### config.mk
export PLATFORM = sky130hd
export DESIGN_NAME = alu_cmd_sequencer
export DESIGN_NICKNAME = d
export VERILOG_FILES = /design/src/rtl/alu_cmd_sequencer.sv
export SDC_FILE = /design/constraint.sdc
export NUM_CORES = 1
export LEC_CHECK = 0
export ABC_AREA = 1
export CORE_AREA = 4 4 108 110
export DETAILED_ROUTE_END_ITERATION = 8
export DIE_AREA = 0 0 112 114
export PLACE_DENSITY = 0.65
export SYNTH_ARGS = -nofsm -noshare
export SYNTH_HDL_FRONTEND = slang
export SYNTH_SLANG_ARGS = --single-unit
export TNS_END_PERCENT = 30
### constraint.sdc
create_clock -name clk -period 2.1 [get_ports clk]
set_input_delay 0.525 -clock clk [delete_from_list [all_inputs] [get_ports clk]]
set_output_delay 0.525 -clock clk [all_outputs]
set_load 0.01 [all_outputs]
### src/rtl/alu_cmd_sequencer.sv
// alu_cmd_sequencer: buffers {op,b,a} commands, issues them to a registered ALU, returns results on a valid/ready port
//   clk, rst                 clock, synchronous active-high reset
//   in_valid/in_ready        command handshake; in_a, in_b (4b), in_op (2b: add/sub/mul/div)
//   alu_a, alu_b, alu_sel    registered operands/select to the ALU; alu_res (8b) comes back ALU_LAT cycles later
//   res_valid/res_ready      result handshake; res_data (8b), res_op (2b), res_err (divide-by-zero trap)
//   level                    FIFO occupancy 0..DEPTH
//   err_cnt                  saturating trap count when ALU_SEQ_ERR_COUNT_EN is defined, else 0
module alu_cmd_sequencer #(
   parameter int DEPTH   = 4,
   parameter int ALU_LAT = 1
) (
   input  logic       clk,
   input  logic       rst,
   input  logic       in_valid,
   output logic       in_ready,
   input  logic [3:0] in_a,
   input  logic [3:0] in_b,
   input  logic [1:0] in_op,
   output logic [3:0] alu_a,
   output logic [3:0] alu_b,
   output logic [1:0] alu_sel,
   input  logic [7:0] alu_res,
   output logic       res_valid,
   input  logic       res_ready,
   output logic [7:0] res_data,
   output logic [1:0] res_op,
   output logic       res_err,
   output logic [3:0] level,
   output logic [7:0] err_cnt
);
   localparam int AW = $clog2(DEPTH);
   typedef enum logic [1:0] {IDLE, WAIT, HOLD} state_t;
   state_t state;
   logic [9:0] mem [DEPTH];
   logic [AW-1:0] wp, rp;
   logic [7:0] wcnt;
   logic push, pop, head_trap;
   logic [9:0] head;
   // in_ready follows the registered level, so a pop while full cannot reopen it the same cycle
   assign in_ready = level != 4'(DEPTH);
   assign push = in_valid && in_ready;
   assign pop = state == IDLE && level != 4'd0;
   assign head = mem[rp];
   assign head_trap = head[9:8] == 2'b11 && head[7:4] == 4'd0;
   always_ff @(posedge clk)
      if (push) mem[wp] <= {in_op, in_b, in_a};
   always_ff @(posedge clk) begin
      if (rst) begin
         state     <= IDLE;
         wp        <= '0;
         rp        <= '0;
         level     <= '0;
         wcnt      <= '0;
         alu_a     <= '0;
         alu_b     <= '0;
         alu_sel   <= '0;
         res_valid <= 1'b0;
         res_data  <= '0;
         res_op    <= '0;
         res_err   <= 1'b0;
      end else begin
         if (push) wp <= wp + 1'b1;
         if (pop) rp <= rp + 1'b1;
         level <= level + 4'(push) - 4'(pop);
         case (state)
            IDLE:
               if (pop) begin
                  if (head_trap) begin
                     res_data  <= 8'hFF;
                     res_op    <= 2'b11;
                     res_err   <= 1'b1;
                     res_valid <= 1'b1;
                     state     <= HOLD;
                  end else begin
                     alu_a   <= head[3:0];
                     alu_b   <= head[7:4];
                     alu_sel <= head[9:8];
                     wcnt    <= '0;
                     state   <= WAIT;
                  end
               end
            // alu_res reflects the issued operands ALU_LAT edges after issue; it is sampled on the following edge
            WAIT:
               if (wcnt == 8'(ALU_LAT)) begin
                  res_data  <= alu_res;
                  res_op    <= alu_sel;
                  res_err   <= 1'b0;
                  res_valid <= 1'b1;
                  state     <= HOLD;
               end else wcnt <= wcnt + 8'd1;
            HOLD:
               if (res_ready) begin
                  res_valid <= 1'b0;
                  state     <= IDLE;
               end
            default: state <= IDLE;
         endcase
      end
   end
`ifdef ALU_SEQ_ERR_COUNT_EN
   always_ff @(posedge clk)
      err_cnt <= rst ? 8'h00 : (pop && head_trap && err_cnt != 8'hFF) ? err_cnt + 8'd1 : err_cnt;
`else
   assign err_cnt = 8'h00;
`endif
endmodule

* After elaboration in Yosys (flattened, before gate mapping)
Memories as Yosys holds them, arrays and structs flattened. A register that Yosys moved wholly into a read port is not among the register bits.
Index checks and enable logic that the tools add are counted.
** Storage, ports and cells
- Register bits :: 40
- Memory bits (writable) :: 40
- Memories :: 1
** Cells by class
- $add $sub $neg :: 5
- Equality and inequality tests :: 11
- Multiplexer cells :: 28
- Bitwise logic cells :: 1
- Reduce and logical (&&, ||, !) cells :: 13
** Memories
- mem :: depth 4, width 10, read ports 1, clocked after memory_dff 1, wr ports 1, RTL line 34 : logic [9:0] mem [DEPTH];
** Operator list (count)
- $mux 8 :: 6
- $pmux 8 s2 :: 2
- $mux 2 :: 9
- $ne 2x2->1 const B :: 6
- $add 8x1->8 const B :: 1
- $eq 8x1->1 const B :: 1
- $reduce_and 4->1 :: 2
- $mux 1 :: 7
- $pmux 2 s3 :: 1
- $reduce_and 3->1 :: 2
- $reduce_and 5->1 :: 1
- $add 2x1->2 const B :: 2
- $add 4x1->4 :: 1
- $eq 2x2->1 const B :: 2
- $logic_not 4->1 :: 1
- $ne 4x3->1 const B :: 1
- $pmux 2 s2 :: 1
- $reduce_bool 4->1 :: 1
- $sub 4x1->4 :: 1
- $logic_and 1x1->1 :: 3
- $pmux 1 s3 :: 1
- $reduce_bool 3->1 :: 1
- $eq 2x1->1 const B :: 1
- $logic_not 2->1 :: 1
- other kinds (3) :: 3

* Depth between registers and ports, before layout
Gate-level depths: netlist (run 1).
- Word-level depth :: 5
- Depth in mapped cells :: 15
- Gate-level depth less buffers :: 15

* Least setup slack after synthesis (run 1)
No wires, ideal clock.
- Kind :: register to register
- From :: reg level[2]
- To :: reg level[2]
- Setup time :: 0.128 ns
- Arrival :: 2.076 ns
- Data required time :: 1.972 ns
- Setup slack :: -0.103 ns
- Stages on the path, launching flop included :: 15
- Buffers on the path :: 0
- Period minus slack after synthesis :: 2.203 ns
- Cells stage by stage :: dfxtp_1 inv_1 ha_1 nand3_1 inv_1 nor2_2 inv_1 nor2_1 inv_1 nand2_1 ha_1 inv_1 fa_1 xor2_1 nor2_1
** Between the ends
- Longest elaborated chain between the ends :: 4
** RTL lines
- start: declaration :: RTL line 28 : output logic [3:0] level,
- start signal: assignment :: RTL line 64 : level <= level + 4'(push) - 4'(pop);
- $ne 4x3->1 :: RTL line 40 : assign in_ready = level != 4'(DEPTH);
- $logic_and 1x1->1 :: RTL line 41 : assign push = in_valid && in_ready;
- $add 4x1->4 :: RTL line 64
- $sub 4x1->4 (*) :: RTL line 64
Every way passes the cells marked *; elsewhere a longest branch is shown, timed or not.
A chain may end at the register's enable or synchronous reset.

* Final worst setup path (run 1)
- From :: reg level[2]
- To :: reg level[1]
Same word-level chain as after synthesis.

==> results of run 1 <==
-- area by class of cell --
| type | instances | area [µm²] |
|---|---|---|
| Inverter | 44 | 171 |
| Fill cell | 1039 | 6100 |
| Sequential cell | 82 | 2040 |
| Clock inverter | 5 | 35.0 |
| Clock buffer | 11 | 153 |
| Timing Repair Buffer | 64 | 612 |
| Multi-Input combinational cell | 266 | 1410 |
| Tap cell | 140 | 175 |
-- state kept, by name (all words and copies together) (netlist names), 4 cells and up, named ones only --
name / count
wcnt: 8
mem: 40
alu_b: 4
res_data: 8
alu_a: 4
level: 4
-- per-layer routing --
layer  share of wire [%]  wire length [µm]  global-route usage [%]
met3                 4.6               349                    2.97
met4                 1.1                85                    4.25
met5                   0                 0                       0
met2                  49              3740                    21.5
met1                  45              3430                    14.8
-- stage by stage --
stage / power, mW / TNS [ns] / std cells / utilization [%] / cell area, µm²
detailed placement: 5.04 / -0.299 / 593 / 40.7 / 4350
CTS: 6.16 / 0 / 609 / 42.5 / 4550
floorplan: 4.14 / 0 / 410 / - / 3710
finish: 6.19 / 0 / 612 / 43.0 / 4600
global route: 6.71 / -0.0358 / 612 / 43.0 / 4600
global placement: 4.96 / -0.0628 / 593 / 40.7 / 4350
-- logic make-up after synthesis --
kind of cell / Yosys count / share of synthesized area [%]
and+or+nand+nor: 191 / 24.2
DFF: 82 / 55.6
buffers and inverters: 62 / 8.01
AOI/OAI and AO/OA: 54 / 7.57
adders and majority gates: 12 / 4.29
xor gates and xnor gates: 1 / 0.239
other: 1 / 0.102
-- Yosys cell counts, drive strengths merged --
master | n | area share (%)
o21ai | 26 | 3.5
buf | 14 | 2.9
inv | 42 | 4.3
dfxtp | 42 | 23
ha | 11 | 3.7
conb | 1 | 0.10
edfxtp | 40 | 33
xor2 | 1 | 0.24
clkbuf | 4 | 0.41
a211oi | 1 | 0.20
nand4 | 1 | 0.17
fa | 1 | 0.55
o22ai | 4 | 0.68
nand2 | 80 | 8.7
nand3b | 2 | 0.41
nand3 | 34 | 5.3
nor2 | 74 | 9.6
a21oi | 23 | 3.1
clkinv | 2 | 0.37
-- power groups by stage --
stage	Combinational (mW)	Sequential (mW)	Clock [mW]
2_1_floorplan	1.83	2.31	0
3_3_place_gp	2.72	2.24	0
3_5_place_dp	2.79	2.25	0
4_1_cts	2.82	2.21	1.12
5_1_grt	3.28	2.25	1.18
6_report	2.89	2.22	1.08
-- worst max-delay path: stages, from the launching register on --
cell and delay (ns):
dfxtp_2 0.36, inv_2 0.06, ha_4 0.16, nand3_4 0.09
inv_2 0.05, nor2_4 0.12, inv_2 0.06, nor2_4 0.11
inv_2 0.05, nand2_1 0.06, ha_1 0.14, inv_1 0.06
fa_2 0.51, nor2_1 0.04
-- path summary, 6_finish.rpt --
| path | endpoint | from | cells past startpoint | slack [ns] |
|---|---|---|---|---|
| worst max-delay path | level[1]$_SDFF_PP0_ | level[2]$_SDFF_PP0_ | 13 | 0.15 |
| worst min-delay path | wcnt[3]$_SDFFE_PP0P_ | wcnt[3]$_SDFFE_PP0P_ | 2 | 0.47 |
| worst max register to register | level[1]$_SDFF_PP0_ | level[2]$_SDFF_PP0_ | 13 | 0.15 |
| worst min register to register | wcnt[3]$_SDFFE_PP0P_ | wcnt[3]$_SDFFE_PP0P_ | 2 | 0.47 |
-- timing repair --
action	4_1_cts	5_1_grt
buffers inserted	0	3
endpoints found under the setup margin	3	3
gates resized for setup	3	12
pin swaps	0	4
==> results.ini, run 1 <==
[worst_setup_path]
crit_fanout=3
cp-end-kind=register
required_ns=2.35
worstSetupPathType=register to register
cp.arrival_ns=2.20
critPathLaunchType=register

[synthesis]
syn_area_um2=3670
synth-seq-area-share_pct=55.6
synthCells=403
ys.warnings.count=0
synth_area_per_cell_um2=9.11
synth.distinct_cells=29
ys_seq_elements=82

[die]
die_x_um=112
dieArea_um2=12800
fp-row-count=38
core-area_um2=10700
die_y_um=114
io_pins=57
start_util_pct=34.3

[power_and_ir_drop]
p_seq_share_pct=35.8
intPower_mw=3.69
p_sw_mw=2.50
clockPowerShare_pct=17.4
power.leakage_nw=1.82
powerDensity_nw_per_um2=1350
vdd_ir_drop_max_mv=0.455
switching_share_pct=40.4
pwr-share-comb_pct=46.8

[clock_tree]
clk-insertion-delay-late_ns=0.35
clk_pin_slew_worst_paths_ns=0.08
clk_path_buf_depth=2
cts-root-buf=clkbuf_8
cts_tree=yes
cts_max_level=3
cts_hold_buf=0
numClockSinks=82
cts_made_buffers=9

[placed_design]
port_buffers=48
place_ws_ns=-0.129
dp_hpwl_mm=5.28
gp_congestion=0.789

[detailed_routing]
first_pass_iters=4
route.detailed.drc=0
vias=2762
post_drt_wl_per_cell_um=12.4
postRouteWirelength_mm=7.61
routed_via_density=4.51
drt_iter0_drc=132
ant_nets=0

[global_route]
grtUsageTotal_pct=12.3
grt_pass1_wl_mm=12.6
grt_max_degree=23
grt_pass1_vias=2651
antenna_found_initial=0
grt_overflow=0

[final_layout]
nNetsFinal=501
layout_commonest_cell=nand2_1
drive_gt1_share_pct=16.9
syn_to_final_growth_pct=25.2
layout_common_cells=nand2_1, nor2_1, clkdlybuf4s50_1
num_antenna_cells=0

[sta]
holdWs_ns=0.469
skew_ns=0.00956
maxSlewViolCount=0
fin_crit_sh_pct=92.8
clock.fmax_ghz=0.513
period_needed_ns=1.95
setup_viol=0
hold_viol_final=0
worst_slack_ns=0.151

[worst_hold_path]
hp-class=register to register

[run_status]
status=finished, final reports clean

[run]
drv_cap=0

Note: power is estimated with default switching activity, not from simulation.
==> run 2, diff against run 1 <==
--- a/config.mk
+++ b/config.mk
@@ -6,10 +6,12 @@
 export NUM_CORES = 1
 export LEC_CHECK = 0
 export ABC_AREA = 1
+export CELL_PAD_IN_SITES_DETAIL_PLACEMENT = 1
+export CELL_PAD_IN_SITES_GLOBAL_PLACEMENT = 1
 export CORE_AREA = 4 4 108 110
 export DETAILED_ROUTE_END_ITERATION = 8
 export DIE_AREA = 0 0 112 114
-export PLACE_DENSITY = 0.65
+export PLACE_DENSITY = 0.79
 export SYNTH_ARGS = -nofsm -noshare
 export SYNTH_HDL_FRONTEND = slang
 export SYNTH_SLANG_ARGS = --single-unit
==> run 2 against run 1 <==
Against the previous run:
- maximum frequency down 0.63%
- sequential power is essentially flat
- total power increased by 5.8%
- clock skew increased by 0.0014 ns
- critical path type unchanged
- register-to-register slack about the same
- via count grew 4.4%
- highest routed layer unchanged
- sequential share of layout area fell by 0.34 points
==> results.ini, run 2 (synthesis gave the netlist of run 1 again) <==
[clock_tree]
cts_max_level=3  ; unchanged
numClockSinks=82  ; unchanged
cts_made_buffers=9  ; unchanged
cts_tree=yes  ; unchanged
cts-root-buf=clkbuf_8  ; unchanged
clk_pin_slew_worst_paths_ns=0.08  ; about the same
clk_path_buf_depth=2  ; unchanged
clk-insertion-delay-late_ns=0.37  ; was 0.35 ns

[power_and_ir_drop]
power.leakage_nw=1.84  ; was 1.82 nW
power.total_mw=6.55  ; was 6.19 mW
vdd_ir_drop_max_mv=0.540  ; was 0.455 mV
powerDensity_nw_per_um2=1410  ; was 1350 nW/µm²

[worst_setup_path]
path_depth=13  ; unchanged
crit_top_cell=inv_2  ; unchanged
max_stage_delay_ns=0.51  ; about the same
worstSetupPathType=register to register  ; unchanged
reg2reg_depth=13  ; unchanged
cp-end-kind=register  ; unchanged
cp.arrival_ns=2.21  ; was 2.20 ns
crit_fanout=3  ; unchanged
critPathTopFamily=adder cells  ; unchanged
critPathLaunchType=register  ; unchanged
crit_slowest_cell=fa_2  ; unchanged
cp_cell_sequence=inv_2 -> ha_2 -> nand3_2 -> inv_2 -> nor2_4 -> inv_2 -> nor2_4 -> inv_2 -> nand2_1 -> ha_2 -> inv_2 -> fa_2 -> nor2_1  ; was inv_2 -> ha_4 -> nand3_4 -> inv_2 -> nor2_4 -> inv_2 -> nor2_4 -> inv_2 -> nand2_1 -> ha_1 -> inv_1 -> fa_2 -> nor2_1
required_ns=2.35  ; about the same
crit_buf_inv=5  ; unchanged

[final_layout]
top_regs=mem: 40 flops, res_data: 8 flops, wcnt: 8 flops  ; unchanged
final_core_util_pct=43.3  ; was 43.0%
syn_to_final_growth_pct=26.1  ; was 25.2%
fillers=1249  ; was 1039
largest_reg_flops=40  ; unchanged
layout_common_cells=nand2_1, nor2_1, clkdlybuf4s50_1  ; unchanged
regMostFlops=mem  ; unchanged
nNetsFinal=503  ; was 501
num_antenna_cells=0  ; unchanged
drive_gt1_share_pct=17.3  ; was 16.9%
fin_cells=614  ; was 612
layout_commonest_cell=nand2_1  ; unchanged

[detailed_routing]
postRouteWirelength_mm=9.21  ; was 7.61 mm
drt_iter0_drc=78  ; was 132
first_pass_iters=4  ; unchanged
route.detailed.drc=0  ; unchanged
vias=2883  ; was 2762
post_drt_wl_per_cell_um=15.0  ; was 12.4 µm
ant_nets=0  ; unchanged
routed_via_density=4.70  ; was 4.51

[die]
dieArea_um2=12800  ; unchanged
start_util_pct=34.3  ; unchanged
die_y_um=114  ; unchanged
fp-row-count=38  ; unchanged
io_pins=57  ; unchanged
core-area_um2=10700  ; unchanged
die_x_um=112  ; unchanged

[sta]
setup_viol=0  ; unchanged
holdWs_ns=0.469  ; about the same
skew_ns=0.0109  ; was 0.00956 ns
clock.fmax_ghz=0.510  ; was 0.513 GHz
maxSlewViolCount=0  ; unchanged
fin_crit_sh_pct=93.4  ; was 92.8%
hold_viol_final=0  ; unchanged
period_needed_ns=1.96  ; was 1.95 ns

[global_route]
grt_overflow=0  ; unchanged
grtUsageTotal_pct=14.9  ; was 12.3%
grt_max_degree=25  ; was 23
antenna_found_initial=0  ; unchanged
grt_pass1_vias=3076  ; was 2651
grt_pass1_wl_mm=15.1  ; was 12.6 mm

[placed_design]
port_buffers=48  ; unchanged
dp_hpwl_mm=6.48  ; was 5.28 mm
gp_congestion=0.745  ; was 0.789
placed_cells=594  ; was 593

[worst_hold_path]
min_path_cells=2  ; unchanged
hp-class=register to register  ; unchanged

[run]
drv_cap=0  ; unchanged

[run_status]
status=finished, final reports clean  ; unchanged

-- run 2: path summary, 6_finish.rpt --
kind,from,endpoint,slack (ns)
worst max-delay path,level[2]$_SDFF_PP0_,level[1]$_SDFF_PP0_,0.14
worst min-delay path,res_err$_SDFFE_PP0P_,res_err$_SDFFE_PP0P_,0.47
worst max register to register,level[2]$_SDFF_PP0_,level[1]$_SDFF_PP0_,0.14
worst min register to register,res_err$_SDFFE_PP0P_,res_err$_SDFFE_PP0P_,0.47
-- run 2: where the power goes --
part	internal [mW]	total, mW	switching [mW]
clock network	0.706	1.30	0.593
registers	2.02	2.23	0.212
logic	1.18	3.02	1.84
total	3.91	6.55	2.64
-- run 2: worst min-delay path: stages, from the launching register on --
cell	delay, ns
dfxtp_1	0.31
nand2_1	0.06
a21oi_1	0.05
-- run 2: what timing repair did --
item | 4_1_cts | 5_1_grt
resized for setup | 3 | 9
setup endpoints to repair | 2 | 3
hold buffers | 0 | 0
setup buffers | 0 | 4
pin swaps | 0 | 2
-- run 2: cell type report --
type	count	area [µm²]	share of cell area (%)
multi-input combinational	266	1390	30.1
timing repair buffer	66	627	13.5
tap	140	175	3.78
sequential	82	2040	44.1
inverter	44	171	3.70
clock buffer	12	145	3.14
clock inverter	4	76.3	1.65
-- run 2: routing by layer --
layer  up-vias  GRT usage, %  share of wire [%]
met1      1412          17.0                 42
met2        34          27.6                 53
met4         0          5.37                1.8
li1       1423             -                  -
met3        14          3.18                2.7
met5         -             0                  0
-- run 2: stage by stage --
step / setup slack [ns] / TNS (ns) / instance area, µm²
after floorplan: 0.0143 / 0 / 3710
after global placement: -0.0359 / -0.0359 / 4360
after detailed placement: -0.185 / -0.368 / 4360
after CTS: 0.00469 / 0 / 4580
after global routing: -0.0234 / -0.0405 / 4630
final: 0.139 / 0 / 4630
==> run 3, diff against run 2 <==
--- a/config.mk
+++ b/config.mk
@@ -8,9 +8,9 @@
 export ABC_AREA = 1
 export CELL_PAD_IN_SITES_DETAIL_PLACEMENT = 1
 export CELL_PAD_IN_SITES_GLOBAL_PLACEMENT = 1
-export CORE_AREA = 4 4 108 110
+export CORE_AREA = 2 2 106 108
 export DETAILED_ROUTE_END_ITERATION = 8
-export DIE_AREA = 0 0 112 114
+export DIE_AREA = 0 0 108 110
 export PLACE_DENSITY = 0.79
 export SYNTH_ARGS = -nofsm -noshare
 export SYNTH_HDL_FRONTEND = slang
==> run 3 against run 2 <==
Against the previous run:
- critical path depth did not move
- non-clock buffer count decreased by 2
- flip-flop and latch count stayed put
- via count decreased by 0.69%
- design area is 1.4% lower
- total power is 4.6% lower
- sequential share of layout area up 0.64 points
- critical path type unchanged
- sequential power about the same
- cell count decreased by 0.33%
- clock power down 19%
- global-route usage is 0.92 points higher
- core utilization decreased by 0.62 points
==> results.ini, run 3 (synthesis gave the netlist of run 1 again) <==
[placed_design]
dp_hpwl_mm=6.43  ; was 6.48 mm
gp_congestion=0.758  ; was 0.745
place_area_um2=4360  ; unchanged
placed_cells=594  ; unchanged
port_buffers=48  ; unchanged

[worst_setup_path]
cp-end-kind=register  ; unchanged
crit_slowest_cell=fa_2  ; unchanged
cp.arrival_ns=2.23  ; was 2.21 ns
required_ns=2.37  ; was 2.35 ns
r2r_start=level[2]$_SDFF_PP0_  ; unchanged
timing.rr.end=level[1]$_SDFF_PP0_  ; unchanged
crit_fanout=3  ; unchanged
critPathLaunchType=register  ; unchanged
critPathTopFamily=adder cells  ; unchanged
cp_cell_sequence=inv_1 -> ha_1 -> nand3_2 -> inv_1 -> nor2_4 -> inv_2 -> nor2_2 -> inv_1 -> nand2_1 -> ha_1 -> inv_1 -> fa_2 -> nor2_1  ; was inv_2 -> ha_2 -> nand3_2 -> inv_2 -> nor2_4 -> inv_2 -> nor2_4 -> inv_2 -> nand2_1 -> ha_2 -> inv_2 -> fa_2 -> nor2_1
crit_top_cell=inv_1  ; was inv_2
crit_buf_inv=5  ; unchanged
reg2reg_depth=13  ; unchanged
max_stage_delay_ns=0.52  ; was 0.51 ns
reg2reg_slack_ns=0.13  ; was 0.14 ns
worstSetupPathType=register to register  ; unchanged

[clock_tree]
cts-root-buf=clkbuf_8  ; unchanged
cts_tree=yes  ; unchanged
cts_made_buffers=9  ; unchanged
clk_path_buf_depth=2  ; unchanged
cts_max_level=3  ; unchanged
numClockSinks=82  ; unchanged
clk-insertion-delay-late_ns=0.37  ; about the same
clk_pin_slew_worst_paths_ns=0.08  ; about the same

[final_layout]
seq_area_um2=2040  ; unchanged
syn_to_final_growth_pct=24.3  ; was 26.1%
nNetsFinal=501  ; was 503
multi_input_area_um2=1380  ; was 1390 µm²
drive_gt1_share_pct=16.1  ; was 17.3%
fin_cells=612  ; was 614
layout_common_cells=nand2_1, nor2_1, clkdlybuf4s50_1  ; unchanged
num_antenna_cells=0  ; unchanged
top_regs=mem: 40 flops, res_data: 8 flops, wcnt: 8 flops  ; unchanged
fillers=1251  ; was 1249
fin_area_um2=4560  ; was 4630 µm²
final_core_util_pct=42.7  ; was 43.3%
layout_commonest_cell=nand2_1  ; unchanged
regMostFlops=mem  ; unchanged
largest_reg_flops=40  ; unchanged

[detailed_routing]
drt_iter0_drc=91  ; was 78
first_pass_iters=4  ; unchanged
ant_nets=0  ; unchanged
routed_via_density=4.68  ; was 4.70
route.detailed.drc=0  ; unchanged
post_drt_wl_per_cell_um=14.9  ; was 15.0 µm
vias=2863  ; was 2883
postRouteWirelength_mm=9.12  ; was 9.21 mm

[global_route]
antenna_found_initial=0  ; unchanged
grt_pass1_vias=3099  ; was 3076
grt_pass1_wl_mm=14.3  ; was 15.1 mm
grt_overflow=0  ; unchanged
grtUsageTotal_pct=15.8  ; was 14.9%
grt_max_degree=25  ; unchanged

[sta]
setup_viol=0  ; unchanged
fin_crit_sh_pct=93.6  ; was 93.4%
fin_setup_tns_ns=0  ; unchanged
maxSlewViolCount=0  ; unchanged
skew_ns=0.00800  ; was 0.0109 ns
clock.fmax_ghz=0.509  ; was 0.510 GHz
hold_viol_final=0  ; unchanged
period_needed_ns=1.97  ; was 1.96 ns

[power_and_ir_drop]
vdd_ir_drop_max_mv=0.528  ; was 0.540 mV
pwr-share-comb_pct=47.4  ; was 46.1%
power.leakage_nw=1.82  ; was 1.84 nW
powerDensity_nw_per_um2=1370  ; was 1410 nW/µm²
p_seq_share_pct=35.8  ; was 34.1%
clockPowerShare_pct=16.8  ; was 19.8%
switching_share_pct=42.0  ; was 40.3%
p_sw_mw=2.63  ; was 2.64 mW
intPower_mw=3.62  ; was 3.91 mW

[die]
dieArea_um2=11900  ; was 12800 µm²
die_y_um=110  ; was 114 µm
io_pins=57  ; unchanged
fp-row-count=38  ; unchanged
core-area_um2=10700  ; unchanged
start_util_pct=34.3  ; unchanged
die_x_um=108  ; was 112 µm

[worst_hold_path]
min_path_cells=2  ; unchanged
min_to=res_err$_SDFFE_PP0P_  ; unchanged
hp-class=register to register  ; unchanged
min_from=res_err$_SDFFE_PP0P_  ; unchanged

[run_status]
status=finished, final reports clean  ; unchanged

[run]
drv_cap=0  ; unchanged

run 3: cell type report:
type / instances / share of cell area (%)
Clock buffer: 10 / 3.02
Inverter: 44 / 3.76
Clock inverter: 6 / 0.932
Timing Repair Buffer: 64 / 13.4
Tap cell: 140 / 3.84
Sequential cell: 82 / 44.8
Multi-Input combinational cell: 266 / 30.3
run 3: layer usage:
metal	routed length, µm	track usage (%)
met4	261	8.24
met1	3820	18.1
met2	4750	28.0
met5	0	0
met3	284	3.23
run 3: repair_timing:
item                                    in CTS  in global routing
resized for setup                            2                  3
hold buffers                                 0                  0
buffers inserted                             0                  2
endpoints found under the hold margin        0                  0
endpoints found under the setup margin       2                  3
pin swaps                                    0                  1
run 3: stage by stage:
stage	hold WS (ns)	total power [mW]	worst slack, ns
final	0.471	6.25	0.135
after global routing	0.495	6.70	-0.00968
after CTS	0.467	6.25	0.00921
after detailed placement	0.454	5.17	-0.119
after global placement	0.451	5.01	-0.0370
after floorplan	0.435	4.14	0.0143
run 3: worst max path at each step:
stage | start | to | slack (ns) | cells past startpoint
2_1_floorplan | level[3]$_SDFF_PP0_ | level[2]$_SDFF_PP0_ | 0.01 | 14
3_3_place_gp | in_valid | level[2]$_SDFF_PP0_ | -0.04 | 11
3_5_place_dp | in_valid | level[2]$_SDFF_PP0_ | -0.12 | 11
4_1_cts | level[2]$_SDFF_PP0_ | level[2]$_SDFF_PP0_ | 0.009 | 14
5_1_grt | level[2]$_SDFF_PP0_ | level[2]$_SDFF_PP0_ | -0.01 | 14
6_report | level[2]$_SDFF_PP0_ | level[1]$_SDFF_PP0_ | 0.13 | 13
run 3: worst register-to-register path, delay by kind of cell (launching register included):
family / cells / cell delay (ns)
fa+ha+maj: 3 / 0.85
simple gates: 5 / 0.37
flops: 1 / 0.33
buf+inv: 5 / 0.31
run 3: power by group through the flow:
stage / logic, mW / registers, mW / clock network (mW)
final: 2.96 / 2.23 / 1.05
after CTS: 2.94 / 2.24 / 1.07
after global placement: 2.75 / 2.25 / 0
after floorplan: 1.83 / 2.31 / 0
after global routing: 3.29 / 2.27 / 1.14
after detailed placement: 2.90 / 2.27 / 0
